<file path="src/rtl/matinv_scale_seq_pkg.sv">
`default_nettype none
// ============================================================================
//  Module      : matinv_pkg
//  Description : Shared types, default sizes and helpers for the sequential
//                matrix-inverse scaling back end.
//  Revision    : 1.0 - initial release
// ============================================================================
package matinv_pkg;

    localparam int unsigned DEF_DATA_WIDTH  = 16;
    localparam int unsigned DEF_BIN_POS     = 8;
    localparam int unsigned DEF_MATRIX_SIZE = 2;

    // Quotient length of the divider in the default configuration.
    localparam int unsigned K = DEF_DATA_WIDTH + DEF_BIN_POS;

    typedef enum logic [2:0] {
        ST_IDLE  = 3'd0,
        ST_CHECK = 3'd1,
        ST_DIV   = 3'd2,
        ST_WRITE = 3'd3,
        ST_DONE  = 3'd4
    } state_t;

    // Magnitude of a sign-extended two's-complement value. The most negative
    // narrow value maps to 2^(w-1), which still fits the unsigned width.
    function automatic logic [63:0] mag64(input logic [63:0] v);
        return v[63] ? (~v + 64'd1) : v;
    endfunction

    // Largest positive magnitude representable in w bits.
    function automatic logic [63:0] sat_pos(input int unsigned w);
        return (64'd1 << (w - 1)) - 64'd1;
    endfunction

    // Largest negative magnitude; also the bit pattern of the most negative value.
    function automatic logic [63:0] sat_neg(input int unsigned w);
        return 64'd1 << (w - 1);
    endfunction

endpackage
`default_nettype wire

</file>
<file path="src/rtl/matinv_scale_seq_if.sv">
`default_nettype none
// ============================================================================
//  Module      : matinv_scale_seq_if
//  Description : Job input / result output handshake bundle for
//                matinv_scale_seq.
//  Revision    : 1.0 - initial release
// ============================================================================
interface matinv_scale_seq_if #(
    parameter int unsigned DATA_WIDTH  = matinv_pkg::DEF_DATA_WIDTH,
    parameter int unsigned MATRIX_SIZE = matinv_pkg::DEF_MATRIX_SIZE
);
    localparam int unsigned BUS_W = MATRIX_SIZE * MATRIX_SIZE * DATA_WIDTH;

    logic                  in_valid;
    logic                  in_ready;
    logic [BUS_W-1:0]      adj;
    logic [DATA_WIDTH-1:0] det;
    logic                  out_valid;
    logic                  out_ready;
    logic [BUS_W-1:0]      inv;
    logic                  singular;
    logic                  overflow;

    // Job source and result consumer side.
    modport master (
        output in_valid, adj, det, out_ready,
        input  in_ready, out_valid, inv, singular, overflow
    );

    // The scaling engine side.
    modport slave (
        input  in_valid, adj, det, out_ready,
        output in_ready, out_valid, inv, singular, overflow
    );
endinterface
`default_nettype wire

</file>
<file path="src/rtl/matinv_scale_seq_fxp_div_seq.sv">
`default_nettype none
// ============================================================================
//  Module      : fxp_div_seq
//  Description : Unsigned restoring divider, one quotient bit per cycle, MSB
//                first. The quotient is valid K cycles after start.
//  Revision    : 1.0 - initial release
// ============================================================================
module fxp_div_seq #(
    parameter int unsigned DATA_WIDTH = matinv_pkg::DEF_DATA_WIDTH,
    parameter int unsigned K          = matinv_pkg::K
) (
    input  wire logic                  clk,
    input  wire logic                  rst_n,
    input  wire logic                  start,
    input  wire logic [K-1:0]          dividend,
    input  wire logic [DATA_WIDTH-1:0] divisor,
    output logic                       busy,
    output logic [K-1:0]               quotient
);
    localparam int unsigned CW = $clog2(K + 1);

    logic [K-1:0]          r_dvd;
    logic [K-1:0]          r_quo;
    logic [DATA_WIDTH-1:0] r_rem;
    logic [DATA_WIDTH-1:0] r_dsr;
    logic [CW-1:0]         r_cnt;
    logic [DATA_WIDTH:0]   w_trial;
    logic                  w_ge;

    // Trial subtraction: shift the next dividend bit into the partial remainder.
    always_comb begin
        w_trial = {r_rem, r_dvd[K-1]};
        w_ge    = (w_trial >= {1'b0, r_dsr});
    end

    // Load on start, then iterate until the bit counter runs out.
    always_ff @(posedge clk) begin
        if (!rst_n) begin
            r_dvd <= '0;
            r_quo <= '0;
            r_rem <= '0;
            r_dsr <= '0;
            r_cnt <= '0;
        end else if (start) begin
            r_dvd <= dividend;
            r_dsr <= divisor;
            r_rem <= '0;
            r_quo <= '0;
            r_cnt <= CW'(K);
        end else if (r_cnt != '0) begin
            r_dvd <= {r_dvd[K-2:0], 1'b0};
            r_quo <= {r_quo[K-2:0], w_ge};
            // The remainder is always below the divisor, so W bits hold it.
            r_rem <= w_ge ? DATA_WIDTH'(w_trial - {1'b0, r_dsr}) : w_trial[DATA_WIDTH-1:0];
            r_cnt <= r_cnt - 1'b1;
        end
    end

    assign busy     = (r_cnt != '0);
    assign quotient = r_quo;

endmodule
`default_nettype wire

</file>
<file path="src/rtl/matinv_scale_seq.sv">
`default_nettype none
// ============================================================================
//  Module      : matinv_scale_seq
//  Description : Divides every adjugate element by the determinant with one
//                shared restoring divider, applying sign and saturation, to
//                produce the matrix inverse in signed fixed point.
//  Revision    : 1.0 - initial release
// ============================================================================
module matinv_scale_seq
    import matinv_pkg::*;
#(
    parameter int unsigned DATA_WIDTH  = DEF_DATA_WIDTH,
    parameter int unsigned BIN_POS     = DEF_BIN_POS,
    parameter int unsigned MATRIX_SIZE = DEF_MATRIX_SIZE
) (
    input  wire logic         clk,
    input  wire logic         rst_n,
    matinv_scale_seq_if.slave bus
);
    localparam int unsigned KW     = DATA_WIDTH + BIN_POS;
    localparam int unsigned NUM_EL = MATRIX_SIZE * MATRIX_SIZE;
    localparam int unsigned BUS_W  = NUM_EL * DATA_WIDTH;
    localparam int unsigned IDX_W  = $clog2(NUM_EL);
    localparam int unsigned BIT_W  = $clog2(KW);

    localparam logic [KW-1:0]         C_POS_LIM  = KW'(sat_pos(DATA_WIDTH));
    localparam logic [KW-1:0]         C_NEG_LIM  = KW'(sat_neg(DATA_WIDTH));
    localparam logic [DATA_WIDTH-1:0] C_SAT_POS  = DATA_WIDTH'(sat_pos(DATA_WIDTH));
    localparam logic [DATA_WIDTH-1:0] C_SAT_NEG  = DATA_WIDTH'(sat_neg(DATA_WIDTH));
    localparam logic [IDX_W-1:0]      C_LAST_IDX = IDX_W'(NUM_EL - 1);
    localparam logic [BIT_W-1:0]      C_LAST_BIT = BIT_W'(KW - 1);

    state_t                r_state;
    state_t                w_next;
    logic [BUS_W-1:0]      r_adj;
    logic [DATA_WIDTH-1:0] r_det;
    logic [IDX_W-1:0]      r_idx;
    logic [BIT_W-1:0]      r_bit;
    logic [BUS_W-1:0]      r_inv;
    logic                  r_sing;
    logic                  r_ovf;

    logic [DATA_WIDTH-1:0] w_adj_el [NUM_EL];
    logic [IDX_W-1:0]      w_start_idx;
    logic [DATA_WIDTH-1:0] w_start_el;
    logic [DATA_WIDTH-1:0] w_start_mag;
    logic [DATA_WIDTH-1:0] w_det_mag;
    logic [DATA_WIDTH-1:0] w_cur_el;
    logic                  w_start;
    logic                  w_busy;
    logic [KW-1:0]         w_quo;
    logic                  w_neg;
    logic [DATA_WIDTH-1:0] w_res;
    logic                  w_res_ovf;

    // Row-major view of the captured adjugate.
    for (genvar gi = 0; gi < NUM_EL; gi++) begin : g_unpack
        assign w_adj_el[gi] = r_adj[gi*DATA_WIDTH +: DATA_WIDTH];
    end

    // Operand selection: CHECK launches element 0, WRITE launches the next one.
    always_comb begin
        w_start_idx = (r_state == ST_CHECK) ? '0 : (r_idx + 1'b1);
        w_start_el  = w_adj_el[w_start_idx];
        w_start_mag = DATA_WIDTH'(mag64({{(64-DATA_WIDTH){w_start_el[DATA_WIDTH-1]}}, w_start_el}));
        w_det_mag   = DATA_WIDTH'(mag64({{(64-DATA_WIDTH){r_det[DATA_WIDTH-1]}}, r_det}));
        w_cur_el    = w_adj_el[r_idx];
    end

    fxp_div_seq #(
        .DATA_WIDTH (DATA_WIDTH),
        .K          (KW)
    ) u_div (
        .clk      (clk),
        .rst_n    (rst_n),
        .start    (w_start),
        .dividend ({w_start_mag, {BIN_POS{1'b0}}}),
        .divisor  (w_det_mag),
        .busy     (w_busy),
        .quotient (w_quo)
    );

    // Sign restoration and saturation of the finished quotient.
    always_comb begin
        w_res     = '0;
        w_res_ovf = 1'b0;
        w_neg     = (w_cur_el[DATA_WIDTH-1] ^ r_det[DATA_WIDTH-1]) && (w_quo != '0);
        if (w_neg) begin
            if (w_quo > C_NEG_LIM) begin
                w_res     = C_SAT_NEG;
                w_res_ovf = 1'b1;
            end else begin
                w_res = -w_quo[DATA_WIDTH-1:0];
            end
        end else begin
            if (w_quo > C_POS_LIM) begin
                w_res     = C_SAT_POS;
                w_res_ovf = 1'b1;
            end else begin
                w_res = w_quo[DATA_WIDTH-1:0];
            end
        end
    end

    // State register.
    always_ff @(posedge clk) begin
        if (!rst_n) r_state <= ST_IDLE;
        else        r_state <= w_next;
    end

    // Next-state logic.
    always_comb begin
        w_next = r_state;
        case (r_state)
            ST_IDLE:  if (bus.in_valid) w_next = ST_CHECK;
            ST_CHECK: w_next = (r_det == '0) ? ST_DONE : ST_DIV;
            ST_DIV:   if (r_bit == C_LAST_BIT) w_next = ST_WRITE;
            ST_WRITE: w_next = (r_idx == C_LAST_IDX) ? ST_DONE : ST_DIV;
            ST_DONE:  if (bus.out_ready) w_next = ST_IDLE;
            default:  w_next = ST_IDLE;
        endcase
    end

    // Handshake outputs and divider launch; never restart a divide in flight.
    always_comb begin
        bus.in_ready  = (r_state == ST_IDLE);
        bus.out_valid = (r_state == ST_DONE);
        w_start       = (((r_state == ST_CHECK) && (r_det != '0)) ||
                         ((r_state == ST_WRITE) && (r_idx != C_LAST_IDX))) && !w_busy;
    end

    // Job capture, element sequencing and result storage.
    always_ff @(posedge clk) begin
        if (!rst_n) begin
            r_adj  <= '0;
            r_det  <= '0;
            r_idx  <= '0;
            r_bit  <= '0;
            r_inv  <= '0;
            r_sing <= 1'b0;
            r_ovf  <= 1'b0;
        end else begin
            case (r_state)
                ST_IDLE: begin
                    if (bus.in_valid) begin
                        r_adj  <= bus.adj;
                        r_det  <= bus.det;
                        r_inv  <= '0;
                        r_sing <= 1'b0;
                        r_ovf  <= 1'b0;
                    end
                end
                ST_CHECK: begin
                    r_idx <= '0;
                    r_bit <= '0;
                    if (r_det == '0) r_sing <= 1'b1;
                end
                ST_DIV: begin
                    r_bit <= r_bit + 1'b1;
                end
                ST_WRITE: begin
                    for (int i = 0; i < NUM_EL; i++) begin
                        if (r_idx == IDX_W'(i)) r_inv[i*DATA_WIDTH +: DATA_WIDTH] <= w_res;
                    end
                    r_ovf <= r_ovf | w_res_ovf;
                    r_idx <= r_idx + 1'b1;
                    r_bit <= '0;
                end
                default: ;
            endcase
        end
    end

    assign bus.inv      = r_inv;
    assign bus.singular = r_sing;
    assign bus.overflow = r_ovf;

endmodule
`default_nettype wire

</file>
<file path="src/flat_wrapper.sv">
// flat-port wrapper written by rule: the top's interface ports become plain ports
module matinv_scale_seq_flat import matinv_pkg::*;
#(
    parameter int unsigned DATA_WIDTH  = DEF_DATA_WIDTH,
    parameter int unsigned BIN_POS     = DEF_BIN_POS,
    parameter int unsigned MATRIX_SIZE = DEF_MATRIX_SIZE
)
  (clk, rst_n, bus_in_valid, bus_adj, bus_det, bus_out_ready, bus_in_ready, bus_out_valid, bus_inv, bus_singular, bus_overflow);
  matinv_scale_seq_if #(.DATA_WIDTH(DATA_WIDTH), .MATRIX_SIZE(MATRIX_SIZE)) bus_i ();
  input  wire logic clk;
  input  wire logic rst_n;
  input wire logic [$bits(bus_i.in_valid)-1:0] bus_in_valid;
  input wire logic [$bits(bus_i.adj)-1:0] bus_adj;
  input wire logic [$bits(bus_i.det)-1:0] bus_det;
  input wire logic [$bits(bus_i.out_ready)-1:0] bus_out_ready;
  output wire logic [$bits(bus_i.in_ready)-1:0] bus_in_ready;
  output wire logic [$bits(bus_i.out_valid)-1:0] bus_out_valid;
  output wire logic [$bits(bus_i.inv)-1:0] bus_inv;
  output wire logic [$bits(bus_i.singular)-1:0] bus_singular;
  output wire logic [$bits(bus_i.overflow)-1:0] bus_overflow;
  assign bus_i.in_valid = bus_in_valid;
  assign bus_i.adj = bus_adj;
  assign bus_i.det = bus_det;
  assign bus_i.out_ready = bus_out_ready;
  assign bus_in_ready = bus_i.in_ready;
  assign bus_out_valid = bus_i.out_valid;
  assign bus_inv = bus_i.inv;
  assign bus_singular = bus_i.singular;
  assign bus_overflow = bus_i.overflow;
  matinv_scale_seq #(.DATA_WIDTH(DATA_WIDTH), .BIN_POS(BIN_POS), .MATRIX_SIZE(MATRIX_SIZE)) u_core (.clk(clk), .rst_n(rst_n), .bus(bus_i));
endmodule
</file>
<file path="config.mk">
export PLATFORM = sky130hd
export DESIGN_NAME = matinv_scale_seq_flat
export DESIGN_NICKNAME = d
export VERILOG_FILES = /design/src/rtl/matinv_scale_seq_pkg.sv /design/src/rtl/matinv_scale_seq_if.sv /design/src/rtl/matinv_scale_seq_fxp_div_seq.sv /design/src/rtl/matinv_scale_seq.sv /design/src/flat_wrapper.sv
export SDC_FILE = /design/constraint.sdc
export NUM_CORES = 1
export LEC_CHECK = 0
export ABC_AREA = 1
export ABC_CLOCK_PERIOD_IN_PS = 5700
export BUFFER_PORTS_ARGS = -buffer_cell sky130_fd_sc_hd__buf_2
export CORE_MARGIN = 1.5
export CORE_UTILIZATION = 62
export DETAILED_ROUTE_END_ITERATION = 6
export GPL_TIMING_DRIVEN = 0
export PLACE_DENSITY = 0.83
export SYNTH_ARGS = -nofsm -noshare
export SYNTH_HDL_FRONTEND = slang
export SYNTH_SLANG_ARGS = --single-unit
</file>
<file path="constraint.sdc">
create_clock -name clk -period 5.7 [get_ports clk]
set_input_delay 1.14 -clock clk [delete_from_list [all_inputs] [get_ports clk]]
set_output_delay 1.14 -clock clk [all_outputs]
set_load 0.05 [all_outputs]
</file>
Word level (Yosys, flattened, before mapping)
Index checks and enable logic that the tools add are counted.

Input bits: 84. Output and inout port bits: 68. Register bits: 233.

Add/sub/neg operators: 7. Bitwise logic cells: 7. Multiplexer cells: 38. Reduce and logical (&&, ||, !) cells: 27. $lt $le $gt $ge: 5. Equal/unequal tests: 17.

Operators with widths (count): 16-bit two-way mux (14); 64-bit one-hot mux with 2 select lines (1); 16-bit binary-select mux with 2-bit select (2); 64-bit two-way mux (1); 24-bit two-way mux (2); 16-bit by 1-bit adder with 16-bit output (second input constant) (2); 16-bit inverter (2); 24-bit by 15-bit > comparator with 1-bit output (second input constant) (1); 24-bit by 16-bit > comparator with 1-bit output (second input constant) (1); 24-bit nonzero test (1); 3-bit AND reduction (6); 17-bit by 16-bit >= comparator with 1-bit output (1); 16-bit zero test (1); 16-bit negator (1); 16-bit nonzero test (1); 16-bit subtractor (1); 3-bit two-way mux (5); 3-bit one-hot mux with 5 select lines (1); 2-bit inequality test (second input constant) (7); 5-bit two-way mux (2); 5-bit one-hot mux with 2 select lines (1); 2-bit nonzero test (5); 3-bit by 2-bit equality test with 1-bit output (second input constant) (2); 3-bit >= comparator (second input constant) (2); other kinds (25) (38).

Logic depth before layout (Yosys ltp)
Gate-level depths: netlist of the first run.

Depth in word-level cells: 10. Depth in mapped cells: 19. Mapped depth without buffers: 18.

Modules after synthesis
From an unflattened synthesis of the first run, not the netlist that was laid out.

Cell total of the unflattened synthesis: 1761. Area, all modules: 12265.5 sq um.

By module, submodules not included: matinv_scale_seq (area an instance 7805.0 sq um, instances 1, cells an instance 1114); fxp_div_seq (area an instance 4460.5 sq um, instances 1, cells an instance 647).

Least setup slack after synthesis of the first run
No wires, ideal clock.

Path kind: reg2out. From: register u_core.r_state[2]. To: output port bus_out_valid. Arrival: 1511 ps. Path slack: 3049 ps. Stages on the path, launching flop included: 3. Path through: dfxtp_1 inv_1 nor3_1.

Longest elaborated chain between the ends: 1.

RTL lines: start, declared (RTL line matinv_scale_seq.sv:33) `state_t r_state;`; start signal, assigned (RTL line matinv_scale_seq.sv:108) `else r_state <= w_next;`; 3-bit equality test (RTL line matinv_scale_seq.sv:127) `bus.out_valid = (r_state == ST_DONE);`; end, declared (RTL line flat_wrapper.sv:17) `output wire logic [$bits(bus_i.out_valid)-1:0] bus_out_valid;`.

No other way between the ends.

Final worst setup path of the first run
From: register u_core.r_state[2]. To: output port bus_in_ready.

Longest elaborated chain between the ends: 1.

RTL lines: 3-bit zero test (RTL line matinv_scale_seq.sv:126) `bus.in_ready = (r_state == ST_IDLE);`; end, declared (RTL line flat_wrapper.sv:16) `output wire logic [$bits(bus_i.in_ready)-1:0] bus_in_ready;`.

No other way between the ends.

==> metrics.csv, run 1 <==
metric,value,unit
status,"complete, no violations",
finalNonFillerCells,2015,
synth-edff-count,0,
placed_area,12400,sq um
root_buffer,clkbuf_16,
cpPeakStageDelay,0.52,ns
syn_avg_cell_area,7.10,sq um
most-common-layout-cells,"nand2_1 (317), dfxtp_1 (233), a21oi_1 (191)",
tns,0,ns
max_freq,290,MHz
cts_resized,0,
gp_congestion,0.976,
track_usage,34.8,%
grt_pass1_vias,11000,
io_buffers,151,
wl_per_cell,17.0,um
fin_crit_sh,60.5,%
min-delay-path-class,reg -> reg,
die_w,138,um
overflow,0,
avgViaCountPerCell,5.88,
cts_max_path_buffers,3,
hold_viol_final,0,
synth_top_area_share,41.2,%
ys_warn_count,0,
dr.first_iter.drc_count,1108,
routed_wirelength,34.2,mm
cts_tree,done,
initial_core_util,63.2,%
powerDensity,657,nW/um^2
rsz0062_at_grt,no,
clock_latency,0.54,ns
cts_buffers,25,
clockPowerShare,18.1,%
htreeDepth,1,
swShare,49.5,%
ff_latch_area,4660,sq um
crit_path_start_kind,flip-flop,
drc_errors,0,
switchingPower,4.27,mW
crit_fanout,10,
seq_area_frac_synth,41.2,%
multiInputGateArea,5640,sq um
setup_viol,0,
rrSetupSlack,2.67,ns
drv_slew,0,
synth_area_leaders,"dfxtp_1 (41%), nand2_1 (11%), a21oi_1 (8.5%)",
crit_chain,nor2_1 > inv_1 > nor2_1 > clkbuf_1 > buf_2,
cp_data_required_time,4.56,ns
grt_pass1_wl,54.5,mm
syn_to_final_growth,16.0,%
fin_crit,3.45,ns
timing.final.ws_setup,2.25,ns
hold_buffers,0,
ant_nets,0,
nets,1881,
fin_util,73.3,%
maxCapViolations,0,
dieArea,19100,sq um
synth.distinct_cells,46,
rows,49,
finalInstanceArea,13100,sq um
final_common_cell,nand2_1,
drive_gt1_share,13.9,%
place_hpwl,25.3,mm
fillers,1503,
antenna_found_initial,1,
pwr-share-comb,54.3,%
dpl.cell_count,1972,
mappedNetlistArea,11300,sq um
end_kind,output pin,
synth-async-reset-ratio,0,%
ys.flop_type,dfxtp_1,
num_io_pins,152,
crit_type,reg -> out,
p_leak,5.86,nW
clock_skew,0.0236,ns
tightestPinTransition,0.878,ns
drtPass1Iterations,6,
post_cts_buffers,0,
ir_worst_vdd,0.000451,V
cts_sinks,233,
p_int,4.35,mW
grt_start_max_net_pins,14,
arrival,2.31,ns
slew-limit-headroom,41.5,%
fp.coreArea,17900,sq um
dpl_worst_slack,2.77,ns
crit_path_frequent_cell,nor2_1,
syn_inst,1592,
path_clk_slew,0.06,ns
synth_seq_cells,233,
synth_nets,1703,
cpMaxStageDelayCell,clkbuf_1,
die_h,138,um
seq_power_share,27.6,%
vias,11800,
synth_top_area_cell,dfxtp_1,
## flip-flops by register name, summed over array words and instances (netlist names), 2 cells and up
name / flops
u_core.r_state: 3
u_core.r_adj: 64
u_core.u_div.r_cnt: 5
u_core.r_idx: 2
u_core.r_det: 16
u_core.u_div.r_dvd: 16
u_core.bus.inv: 64
u_core.r_bit: 5
u_core.u_div.r_rem: 16
u_core.u_div.r_dsr: 16
u_core.u_div.quotient: 24
## layout make-up
type / count / share of cell area (%)
plain buffers: 88 / 3.04
well taps: 229 / 2.18
repair buffers: 151 / 5.76
diodes: 1 / 0.0191
multi-input cells: 1108 / 42.9
clock inverters: 6 / 0.467
inverters: 163 / 4.66
clock buffers: 36 / 5.39
flip-flops and latches: 233 / 35.5
## power groups by stage
stage	logic, mW	registers (mW)	clock network (mW)
floorplan	2.92	2.89	0
global placement	4.50	2.38	0
detailed placement	4.58	2.39	0
CTS	4.61	2.36	1.56
global route	5.16	2.42	1.63
finish	4.68	2.38	1.56
## stage by stage
step,power [mW],hold slack (ns)
2_1_floorplan,5.82,0.425
3_3_place_gp,6.88,0.440
3_5_place_dp,6.97,0.449
5_1_grt,9.21,0.478
4_1_cts,8.54,0.458
6_report,8.62,0.459
## worst paths after layout
| kind | from | endpoint | cells after the start |
|---|---|---|---|
| hold reg to reg | u_core.r_adj[36]$_SDFFE_PN0P_ | u_core.r_adj[36]$_SDFFE_PN0P_ | 2 |
| hold / removal | u_core.r_adj[36]$_SDFFE_PN0P_ | u_core.r_adj[36]$_SDFFE_PN0P_ | 2 |
| setup / recovery | u_core.r_state[2]$_SDFFE_PN0P_ | bus_in_ready | 5 |
| setup reg to reg | u_core.r_idx[0]$_SDFFE_PN0N_ | u_core.u_div.r_dvd[18]$_SDFFE_PN0P_ | 19 |
## logic make-up after synthesis
kind of cell,Yosys count,synth area share [%]
buf+inv,251,8.94
fa+ha+maj,27,3.05
flops,233,41.2
simple gates,641,24.8
xor+xnor,30,2.32
compound gates,410,19.7
## layer usage
| metal | GRT usage (%) | wire (um) | vias to the layer above | part of all wire [%] |
|---|---|---|---|---|
| met5 | 0 | 0 | - | 0 |
| met4 | 15.1 | 1390 | 0 | 4.1 |
| met3 | 4.19 | 2630 | 106 | 7.7 |
| met2 | 58.2 | 15700 | 566 | 46 |
| met1 | 45.5 | 14500 | 5497 | 42 |
| li1 | - | - | 5671 | - |
## critical path: cells and delay by family (launching register included)
family	cells	cell delay [ns]
flip-flops	1	0.35
AND/OR/NAND/NOR	2	0.46
buffers and inverters	3	0.96
## Yosys cell counts, types with 4 or more instances
| master | number |
|---|---|
| buf_6 | 5 |
| nand2_2 | 7 |
| nand3_2 | 6 |
| o32ai_1 | 6 |
| xnor2_1 | 6 |
| o21ai_1 | 8 |
| a21oi_1 | 191 |
| xor2_1 | 24 |
| ha_1 | 26 |
| a22oi_1 | 4 |
| clkbuf_1 | 59 |
| dfxtp_1 | 233 |
| a211oi_1 | 22 |
| inv_2 | 14 |
| nand3_1 | 183 |
| o21ai_0 | 146 |
| nor3_1 | 14 |
| nor2_1 | 88 |
| buf_1 | 7 |
| a31oi_1 | 4 |
| inv_1 | 148 |
| buf_2 | 13 |
| nand3b_1 | 5 |
| nand2_1 | 317 |
| nand4_1 | 8 |
| buf_4 | 4 |
| o22ai_1 | 15 |
(Power assumes the default switching activity.)
==> run 2: changes to the inputs <==
ABC_AREA = 0   (was 1)
ABC_CLOCK_PERIOD_IN_PS = 2980   (was 5700)
CORE_UTILIZATION = 53   (was 62)
PLACE_DENSITY = 0.75   (was 0.83)
clock period = 2.98 ns   (was 5.7 ns; I/O delays follow)
==> run 2 against run 1 <==
Sequential share of layout area decreased by 2.3 points. Utilization fell by 7.0 points. Register-to-register slack worse by 2.6 ns. Critical endpoint is now u_core.u_div.r_dvd[19]$_SDFFE_PN0P_. Largest power group unchanged.
==> metrics.csv, run 2 <==
metric,value,unit,change
num_io_pins,152,,unchanged
synth_top_area_cell,dfxtp_1,,
tns,0,ns,unchanged
place_hpwl,25.0,mm,-1.1%
status,"complete, no violations",,
dieArea,22600,sq um,+19%
ys.flop_type,dfxtp_1,,
cpMaxStageDelayCell,nor3b_1,,
clock_skew,0.0105,ns,-0.0131 ns
cp_data_required_time,3.44,ns,-1.12 ns
synthMostInstantiatedCell,nand2_1,,
end_kind,flip-flop,,
rows,53,,+8.2%
grt_pass1_vias,10600,,-3.6%
nets,1800,,-4.3%
synthAdderAreaFrac,3.00,%,-0.056 points
p_leak,5.37,nW,-8.4%
placed_area,12600,sq um,+2.2%
hold_path.startpoint,bus_adj[33],,
die_h,150,um,+9.0%
mappedNetlistArea,11500,sq um,+1.9%
cts_tree,done,,
dr.first_iter.drc_count,806,,-27%
crit_type,reg -> reg,,
ff_latch_area,4670,sq um,about the same
initial_core_util,54.5,%,-8.7 points
min-delay-path-class,in -> reg,,
syn_inst,1491,,-6.3%
die_w,150,um,+9.0%
grt_pass1_wl,53.5,mm,-1.8%
grt_start_max_net_pins,14,,unchanged
crit_chain,buf_8 > buf_4 > buf_2 > mux2i_1 > nor3b_1 > o21ai_4 > clkbuf_2 > o31ai_1 > xnor2_1 > nand2_1 > a31oi_1,,
finalInstanceArea,14000,sq um,+6.9%
multiInputGateArea,6610,sq um,+17%
crit_path_start_kind,flip-flop,,
fp.coreArea,21200,sq um,+18%
ir_worst_vdd,0.000425,V,-5.8%
synth_seq_cells,233,,unchanged
synth-edff-count,0,,unchanged
synth_compound_area_share,21.8,%,+2.1 points
maxCapViolations,0,,unchanged
io_buffers,150,,-0.66%
clock_latency,0.53,ns,about the same
fin_crit_sh,98.7,%,
drive_gt1_share,19.0,%,+5.1 points
ant_nets,0,,unchanged
tightestPinTransition,0.920,ns,+0.0425 ns
overflow,0,,unchanged
max_freq,340,MHz,
regToRegStartpoint,u_core.r_idx[0]$_SDFFE_PN0N_,,
fillers,1880,,+25%
crit_fanout,10,,unchanged
synth-async-reset-ratio,0,%,unchanged
synth_mux_area_share,2.49,%,+2.5 points
synth.distinct_cells,87,,+89%
synth_top_family_by_area,simple AND/OR/NAND/NOR gates,,
htreeDepth,1,,unchanged
cpPeakStageDelay,0.49,ns,-0.03 ns
cts_sinks,233,,unchanged
drv_slew,0,,unchanged
yosys.area_share.simple,24.6,%,-0.24 points
root_buffer,clkbuf_16,,
powerDensity,787,nW/um^2,+20%
fin_total_pwr,11.0,mW,+28%
avgViaCountPerCell,5.72,,-2.7%
most-common-layout-cells,"nand2_1 (389), dfxtp_1 (232), a21oi_1 (194)",,
slew-limit-headroom,38.6,%,-2.8 points
synth_area_leaders,"dfxtp_1 (40%), nand2_1 (13%), a21oi_1 (8.5%)",,
synth_xor_area_share,2.81,%,+0.49 points
track_usage,29.7,%,-5.1 points
syn_avg_cell_area,7.73,sq um,+8.8%
cts_buffers,25,,unchanged
wl_per_cell,17.2,um,+1.2%
routed_wirelength,34.1,mm,-0.41%
hold_viol_final,0,,unchanged
path_clk_slew,0.06,ns,about the same
drc_errors,0,,unchanged
gp_congestion,0.955,,-2.1%
seq_area_frac_synth,40.5,%,-0.75 points
vias,11300,,-4.3%
fin_crit,2.94,ns,
final_common_cell,nand2_1,,
arrival,3.40,ns,+1.09 ns
drtPass1Iterations,5,,-1
ys_warn_count,0,,unchanged
synth_nets,1602,,-5.9%
yosys-top-cells-count,"nand2_1 (394), dfxtp_1 (233), a21oi_1 (195)",,
diodes,0,,-1
rrSetupSlack,0.04,ns,-2.63 ns
synth_top_area_share,40.5,%,-0.75 points
cts_max_path_buffers,3,,unchanged
syn_to_final_growth,21.7,%,
rsz0062_at_grt,yes,,
setup_viol,0,,unchanged
reg2reg_depth,11,,-8
antenna_found_initial,0,,-1
whs_path_depth,3,,+1
reg2reg_to,u_core.u_div.r_dvd[19]$_SDFFE_PN0P_,,
holdPathEnd,u_core.r_adj[33]$_SDFFE_PN0P_,,
## run 2: cell count changes after synthesis, sizes merged, moves of 16 or more
cell   change
inv      -128
o31ai     +16
nand3    -153
xnor2     +17
o21ai     -93
nand2     +70
mux2i     +23
## run 2: layout make-up
cell class	instances	share of cell area, %
multi-input combinational	1131	47.1
clock buffer	36	5.11
clock inverter	10	0.981
sequential	233	33.3
timing repair buffer	172	6.64
tap	275	2.45
buffer	92	3.50
inverter	34	0.910
## run 2: worst max-delay path by stage
stage                                          startpoint  cells after the start                                   to  slack, ns
floorplan                    u_core.r_idx[0]$_SDFFE_PN0N_                     15  u_core.u_div.r_dvd[12]$_SDFFE_PN0P_      0.004
global placement             u_core.r_idx[0]$_SDFFE_PN0N_                     16  u_core.u_div.r_dvd[18]$_SDFFE_PN0P_      -0.78
detailed placement           u_core.r_idx[0]$_SDFFE_PN0N_                     16  u_core.u_div.r_dvd[18]$_SDFFE_PN0P_      -0.82
CTS                          u_core.r_idx[0]$_SDFFE_PN0N_                     15  u_core.u_div.r_dvd[18]$_SDFFE_PN0P_      -0.04
global route        u_core.u_div.quotient[1]$_SDFFE_PP0P_                     12      u_core.bus.inv[41]$_SDFFE_PN0P_      -0.03
finish                       u_core.r_idx[0]$_SDFFE_PN0N_                     11  u_core.u_div.r_dvd[19]$_SDFFE_PN0P_       0.04
## run 2: worst max-delay path, delay by kind of cell (launching register included)
kind	cells	cell delay (ns)
multiplexers	1	0.40
XOR/XNOR	1	0.17
AO/OA/AOI/OAI	3	0.66
flip-flops	1	0.39
buffers and inverters	4	0.68
AND/OR/NAND/NOR	2	0.56
## run 2: per-stage QoR
stage / worst slack (ns) / hold WS [ns] / utilization, % / std cells
2_1_floorplan: 0.00443 / 0.429 / - / 1491
3_3_place_gp: -0.776 / 0.432 / 59.7 / 1916
3_5_place_dp: -0.821 / 0.441 / 59.7 / 1916
4_1_cts: -0.0374 / 0.285 / 64.5 / 1968
5_1_grt: -0.0268 / 0.302 / 66.3 / 1983
6_report: 0.0376 / 0.298 / 66.3 / 1983
## run 2: timing repair
item                       4_1_cts  5_1_grt
setup endpoints to repair       43       96
resized for setup               31       52
hold buffers                     0        0
gates cloned                     0        1
pin swaps                        7       20
setup buffers                    6       15
## run 2: logic make-up after synthesis
kind of cell    count (synthesis)
compound gates                401
buf+inv                       127
mux                            27
fa+ha+maj                      27
simple gates                  639
flops                         233
xor+xnor                       37
## run 2: where the power goes
group	switching (mW)	internal, mW
clock	1.29	1.93
sequential	0.223	3.38
combinational	2.56	1.65
total	4.07	6.96
## run 2: metal layers
layer | global-route usage [%] | up-vias | wire (um)
li1 | - | 5558 | -
met1 | 37.3 | 5306 | 14400
met2 | 52.1 | 380 | 16900
met3 | 3.48 | 91 | 1610
met4 | 10.7 | 0 | 1240
met5 | 0 | - | 0
